===== src/rtl/canvas_pkg.sv =====
// Shared constants for the VGA canvas path: pixel-clock divider defaults and VGA frame geometry.
package canvas_pkg;

  localparam int PIX_DIV         = 4;
  localparam int PIX_LOCK_CYCLES = 1024;

  localparam int H_TOTAL  = 800;
  localparam int V_TOTAL  = 525;
  localparam int H_ACTIVE = 640;
  localparam int V_ACTIVE = 480;

  // Counter width that stays at least one bit even when the range collapses to a single value.
  function automatic int cntWidth(input int n);
    return (n > 1) ? $clog2(n) : 1;
  endfunction

endpackage


===== src/rtl/pixel_clk_gen_if.sv =====
// Pixel-clock bundle handed from the generator to the VGA timing/canvas logic.
interface pixel_clk_gen_if;

  logic PCLK;
  logic pclk_ce;
  logic locked;

  modport master (output PCLK, output pclk_ce, output locked);
  modport slave  (input  PCLK, input  pclk_ce, input  locked);

endinterface


===== src/rtl/pixel_clk_gen_rst_sync.sv =====
// Two-flop active-low reset synchroniser: asynchronous assert, synchronous deassert.
// Latency: deasserts on the 2nd clk rising edge after rstAsyncN rises; asserts immediately.
// Backpressure: none.
module rst_sync (
  input  logic clk,
  input  logic rstAsyncN,
  output logic rstSyncN
);

  logic syncQ0;
  logic syncQ1;

  always_ff @(posedge clk or negedge rstAsyncN) begin
    if (!rstAsyncN) begin
      syncQ0 <= 1'b0;
      syncQ1 <= 1'b0;
    end else begin
      syncQ0 <= 1'b1;
      syncQ1 <= syncQ0;
    end
  end

  assign rstSyncN = syncQ1;

endmodule


===== src/rtl/pixel_clk_gen.sv =====
// Divides CLK100MHZ by DIV into a flop-driven PCLK, with a one-cycle pclk_ce and a sticky lock flag.
// Latency: first PCLK rise 2 + DIV/2 cycles after reset_n rises; locked one cycle after the LOCK_CYCLES-th pclk_ce.
// Backpressure: none; free-running outputs.
module pixel_clk_gen
  import canvas_pkg::*;
#(
  parameter int DIV         = PIX_DIV,
  parameter int LOCK_CYCLES = PIX_LOCK_CYCLES
) (
  input  logic            CLK100MHZ,
  input  logic            reset_n,
  pixel_clk_gen_if.master pix
);

  localparam int HALF   = DIV / 2;
  localparam int DIV_W  = cntWidth(HALF);
  localparam int LOCK_W = $clog2(LOCK_CYCLES + 1);

  localparam logic [DIV_W-1:0]  DIV_LAST = DIV_W'(HALF - 1);
  localparam logic [LOCK_W-1:0] LOCK_MAX = LOCK_W'(LOCK_CYCLES);

  generate
    if (DIV < 2 || (DIV % 2) != 0) begin : gBadDiv
      $error("pixel_clk_gen: DIV must be an even integer >= 2");
    end
    if (LOCK_CYCLES < 1) begin : gBadLock
      $error("pixel_clk_gen: LOCK_CYCLES must be >= 1");
    end
  endgenerate

  logic              rstIntN;
  logic [DIV_W-1:0]  divCnt;
  logic              divWrap;
  logic              pclkQ;
  logic              pclkCe;
  logic [LOCK_W-1:0] lockCnt;
  logic [LOCK_W-1:0] lockCntNext;
  logic              lockedQ;

  rst_sync uRstSync (
    .clk       (CLK100MHZ),
    .rstAsyncN (reset_n),
    .rstSyncN  (rstIntN)
  );

  assign divWrap = (divCnt == DIV_LAST);

  // PCLK comes straight off pclkQ so the pixel clock never sees combinational gating.
  always_ff @(posedge CLK100MHZ or negedge rstIntN) begin
    if (!rstIntN) begin
      divCnt <= '0;
      pclkQ  <= 1'b0;
      pclkCe <= 1'b0;
    end else begin
      pclkCe <= divWrap && !pclkQ;
      if (divWrap) begin
        divCnt <= '0;
        pclkQ  <= ~pclkQ;
      end else begin
        divCnt <= divCnt + 1'b1;
      end
    end
  end

  always_comb begin
    lockCntNext = lockCnt;
    if (pclkCe && (lockCnt != LOCK_MAX)) begin
      lockCntNext = lockCnt + 1'b1;
    end
  end

  // locked tracks the count being loaded, so it rises on the same edge the count saturates.
  always_ff @(posedge CLK100MHZ or negedge rstIntN) begin
    if (!rstIntN) begin
      lockCnt <= '0;
      lockedQ <= 1'b0;
    end else begin
      lockCnt <= lockCntNext;
      lockedQ <= (lockCntNext == LOCK_MAX);
    end
  end

  assign pix.PCLK    = pclkQ;
  assign pix.pclk_ce = pclkCe;
  assign pix.locked  = lockedQ;

endmodule


===== src/flat_wrapper.sv =====
// flat-port wrapper written by rule: the top's interface ports become plain ports
module pixel_clk_gen_flat import canvas_pkg::*;
#(
  parameter int DIV         = PIX_DIV,
  parameter int LOCK_CYCLES = PIX_LOCK_CYCLES
)
  (CLK100MHZ, reset_n, pix_PCLK, pix_pclk_ce, pix_locked);
  pixel_clk_gen_if pix_i ();
  input  logic CLK100MHZ;
  input  logic reset_n;
  output wire logic [$bits(pix_i.PCLK)-1:0] pix_PCLK;
  output wire logic [$bits(pix_i.pclk_ce)-1:0] pix_pclk_ce;
  output wire logic [$bits(pix_i.locked)-1:0] pix_locked;
  assign pix_PCLK = pix_i.PCLK;
  assign pix_pclk_ce = pix_i.pclk_ce;
  assign pix_locked = pix_i.locked;
  pixel_clk_gen #(.DIV(DIV), .LOCK_CYCLES(LOCK_CYCLES)) u_core (.CLK100MHZ(CLK100MHZ), .reset_n(reset_n), .pix(pix_i));
endmodule

===== config.mk =====
export PLATFORM = sky130hd
export DESIGN_NAME = pixel_clk_gen_flat
export DESIGN_NICKNAME = d
export VERILOG_FILES = /design/src/rtl/canvas_pkg.sv /design/src/rtl/pixel_clk_gen_if.sv /design/src/rtl/pixel_clk_gen_rst_sync.sv /design/src/rtl/pixel_clk_gen.sv /design/src/flat_wrapper.sv
export SDC_FILE = /design/constraint.sdc
export NUM_CORES = 1
export LEC_CHECK = 0
export CAP_MARGIN = 0
export CELL_PAD_IN_SITES_DETAIL_PLACEMENT = 1
export CELL_PAD_IN_SITES_GLOBAL_PLACEMENT = 1
export CORE_UTILIZATION = 45
export DETAILED_ROUTE_END_ITERATION = 8
export PLACE_DENSITY = 0.8
export SLEW_MARGIN = 20
export SYNTH_ARGS = -nofsm -noshare
export SYNTH_HDL_FRONTEND = slang
export SYNTH_HIERARCHICAL = 1
export SYNTH_SLANG_ARGS = --single-unit

===== constraint.sdc =====
create_clock -name CLK100MHZ -period 0.8 [get_ports CLK100MHZ]
set_input_delay 0.12 -clock CLK100MHZ [delete_from_list [all_inputs] [get_ports CLK100MHZ]]
set_output_delay 0.12 -clock CLK100MHZ [all_outputs]
set_load 0.005 [all_outputs]

==> results of run 1 <==
[metrics by stage]
stage,setup TNS (ns),setup WS [ns],area [µm²],cells,util [%]
floorplan,-4.768,-0.7266,869.6,72,-
global placement,-6.146,-0.7198,1129,127,65.36
detailed placement,-7.014,-0.8987,1129,127,65.36
CTS,-7.446,-0.8136,1269,138,73.48
[kinds of logic after synthesis]
logic type,Yosys count,synth area share (%)
simple gates,27,20.21
flops,17,51.28
fa+ha+maj,2,3.016
compound gates,6,6.184
mux,2,2.564
other cells,1,0.4521
buf+inv,6,3.770
xor+xnor,11,12.52
[timing repair]
action | 4_1_cts
gates resized for setup | 29
hold buffers | 1
endpoints found under the setup margin | 15
setup buffers | 6
endpoints found under the hold margin | 2
pin swaps | 6
==> out/qor.yml, run 1 <==
synth.distinct_cells: 30
endpoint_type: "register input"
synth-edff-count: 0
yosys_warnings: 6
ys.flop_type: "dfrtp_1"
syn-num-nets: 76
postGrtWorstEndpoint: "u_core/pix.locked$_DFF_PN0_/D"
haltStage: "global routing"
status: "stopped before the end"
syn_avg_cell_area_um2: 11.52
yosys.area.top_type: "dfrtp_1"
grt_max_degree: 10
die_h_um: 44.94
synthTopCellsByArea: "dfrtp_1 (51%), xnor2_1 (9.5%), and4bb_1 (3.0%)"
yosysTopAreaCellShare_pct: 51.28
io_buffer_count: 4
ys_ff_latch: 17
error_line: "[ERROR DPL-0033] detailed placement checks failed during check placement."
syn-cell-area_um2: 829.5
numClockSinks: 17
yosysMostFrequentCell: "dfrtp_1"
ios: 5
root_buffer: "clkbuf_4"
synthTopCellsByCount: "dfrtp_1 (17), xnor2_1 (9), nor2_1 (6), inv_1 (4)"
die_w_um: 44.94
numCtsBuffers: 3
finalWeightedCongestion: 0.8504
antenna_found_initial: 0
num_rows: 15
ys_seq_area_share_pct: 51.28
hpwl_um: 1702
syn_inst: 72
synthArstFlopShare_pct: 100.0
cts_htree_levels: 1
cts.path.max_buffers: 2
initial_core_util_pct: 48.04
==> run 2: changes to the inputs <==
CELL_PAD_IN_SITES_DETAIL_PLACEMENT = default   (was 1)
CELL_PAD_IN_SITES_GLOBAL_PLACEMENT = default   (was 1)
CORE_AREA = 2 2 63 65   (was default)
CORE_UTILIZATION = default   (was 45)
DIE_AREA = 0 0 65 67   (was default)
PLACE_DENSITY = default   (was 0.8)
PLACE_DENSITY_LB_ADDON = 0.15   (was default)
==> out/qor.yml, run 2 <==
setup_viol: 15
worstSetupEndpointType: "flip-flop"
final_cell_mix: "buf_4 (28), dfrtp_1 (17), xnor2_1 (6), nor2_1 (6), buf_6 (5)"
grt_setup_unrepaired: "yes"
final_nets: 116
finalWeightedCongestion: 0.7424  # -13%
top_register: "u_core/lockCnt"
period_needed_ns: 1.585
cpMaxStageDelayCell: "dfrtp_1"
ys_seq_area_share_pct: 51.28  # unchanged
initial_core_util_pct: 23.00  # -25 points
largest_reg_flops: 11
hold_path.class: "primary input to async pin"
cts_htree_levels: 1  # unchanged
die_w_um: 65  # +45%
drt_iter0_drc: 21
io_buffer_count: 4  # unchanged
p_sw_uw: 318.7
synthTopCellsByArea: "dfrtp_1 (51%), xnor2_1 (9.5%), and4bb_1 (3.0%)"
root_buffer: "clkbuf_8"
yosys_warnings: 6  # unchanged
timing.final.crit_share_pct: 198.1
hold_viol: 0
grt_overflow_total: 0
setup_ws_ns: -0.7851
ios: 5  # unchanged
num_rows: 22  # +7
status: "complete, but fails checks"
leakagePower_nw: 0.6361
cp.depth: 7
clk_latency_ns: 0.25
layout_commonest_cell: "buf_4"
p_int_mw: 1.220
required_ns: 0.94
fin_area_um2: 1304
grt_util_all_layers_pct: 10.07
clkPwrFrac_pct: 41.9
num_antenna_cells: 0
die_h_um: 67  # +49%
comb_power_share_pct: 1.8
syn_inst: 72  # unchanged
post-place-ws_ns: -0.7765  # +0.1223 ns
maxCapViolations: 0
power_density_nw_per_um2: 1180
syn_to_final_growth_pct: 57.16
synthArstFlopShare_pct: 100.0  # unchanged
ys_ff_latch: 17  # unchanged
criticalPathCategory: "flip-flop to flip-flop"
grt_max_degree: 11
violations: "setup timing"
numClockSinks: 17  # unchanged
syn-num-nets: 76  # unchanged
cp_num_buf_inv: 1
antenna_found_initial: 0
finalPower_mw: 1.539
drcViolationCount: 0
worstPathMaxFanout: 3
cts.path.max_buffers: 2  # unchanged
dieArea_um2: 4355
p_sw_share_pct: 20.71
cts.clk_slew.worst_paths_ns: 0.07
seqPwrFrac_pct: 56.3
skew_ns: 0.002778
synthTopCellsByCount: "dfrtp_1 (17), xnor2_1 (9), nor2_1 (6), inv_1 (4)"
tritoncts: "built"
hpwl_um: 1363  # -20%
crit_family: "flip-flops"
finalSetupTns_ns: -6.880
ctsHoldBuffers: 0  # -1
num_vias: 662
startpoint_type: "flip-flop"
synth.distinct_cells: 30  # unchanged
reg2reg_depth: 7
synth-edff-count: 0  # unchanged
numCtsBuffers: 3  # unchanged
yosys.area.top_type: "dfrtp_1"
fmax_mhz: 630.9
cp_cell_sequence: "inv_2 -> ha_4 -> and4bb_1 -> a31o_4 -> mux2i_1 -> a21oi_1 -> and4bb_1"
final_core_util_pct: 36.16
yosysMostFrequentCell: "dfrtp_1"
yosysTopAreaCellShare_pct: 51.28  # unchanged
ys.flop_type: "dfrtp_1"
via_per_inst: 4.164
slew_violations: 0
drive_above_1_share_pct: 53.15
place_area_um2: 1142  # +1.2%
grt_pass1_vias: 701
syn-cell-area_um2: 829.5  # unchanged
first_pass_iters: 4
grt_pass1_wl_um: 3263
peakVddDrop_mv: 0.4703
slowest_delay_ns: 0.42
wire_per_inst_um: 12.23
syn_avg_cell_area_um2: 11.52  # unchanged
coreArea_um2: 3606
final_antenna_net_count: 0
wirelength_um: 1944
crit_top_cell: "and4bb_1"
arrival_ns: 1.73
==> run 2: cell counts after synthesis <==
Identical to the previous run, type by type.
==> run 2: worst register-to-register path, delay by kind of cell, from the launching register on <==
| family | cells | cell delay [ns] |
|---|---|---|
| flip-flops | 1 | 0.42 |
| AO/OA/AOI/OAI | 2 | 0.23 |
| buffers and inverters | 1 | 0.10 |
| multiplexers | 1 | 0.19 |
| adder cells (fa/ha/maj) | 1 | 0.12 |
| AND/OR/NAND/NOR | 2 | 0.42 |
==> run 2: routing by layer <==
layer | share of wire (%) | global-route usage [%]
met5 | 0 | 0
met4 | 1.4 | 5.585
met3 | 1.1 | 1.014
met2 | 51 | 17.53
met1 | 46 | 12.12
==> run 2: area by class of cell <==
cell class / instances / area [µm²]
clock inverters: 1 / 5.005
well taps: 48 / 60.06
repair buffers: 37 / 291.5
flip-flops and latches: 17 / 425.4
multi-input cells: 49 / 465.4
inverters: 4 / 15.01
clock buffers: 3 / 41.29
fillers: 367 / 2302
==> run 2: cells by family after synthesis <==
group | Yosys count | synth area share (%)
buf+inv | 6 | 3.770
simple gates | 27 | 20.21
flops | 17 | 51.28
fa+ha+maj | 2 | 3.016
other cells | 1 | 0.4521
xor+xnor | 11 | 12.52
mux | 2 | 2.564
compound gates | 6 | 6.184
==> run 2: power by group through the flow <==
stage | Sequential [mW] | Combinational [mW] | Clock (mW)
2_1_floorplan | 0.892 | 0.000406 | 0
3_5_place_dp | 0.883 | 0.0300 | 0
6_report | 0.867 | 0.0281 | 0.644
4_1_cts | 0.867 | 0.0300 | 0.664
3_3_place_gp | 0.882 | 0.0296 | 0
5_1_grt | 0.867 | 0.0322 | 0.716
==> run 2: worst paths after layout <==
path | start | to | slack [ns]
setup / recovery | u_core/lockCnt[0] | u_core/pix.locked | -0.79
hold / removal | reset_n | u_core/uRstSync/syncQ0 | 0.03
setup reg to reg | u_core/lockCnt[0] | u_core/pix.locked | -0.79
hold reg to reg | u_core/uRstSync/rstSyncN | u_core/lockCnt[4] | 0.17
max in group asynchronous | u_core/uRstSync/rstSyncN | u_core/lockCnt[1] | 0.47
min in group CLK100MHZ | u_core/uRstSync/syncQ0 | u_core/uRstSync/rstSyncN | 0.37
==> run 2: what timing repair did <==
action | 4_1_cts | 5_1_grt
pin swaps | 6 | 5
buffers inserted | 5 | 4
cloned | 0 | 0
resized for setup | 19 | 11
endpoints found under the setup margin | 15 | 16
==> run 2: stage by stage <==
| stage | cells | hold WS, ns |
|---|---|---|
| finish | 159 | 0.03363 |
| global route | 159 | 0.02802 |
| floorplan | 72 | -0.1756 |
| detailed placement | 148 | 0.1697 |
| CTS | 157 | 0.03212 |
| global placement | 148 | 0.1552 |
Note: power is estimated with default switching activity, not from simulation.
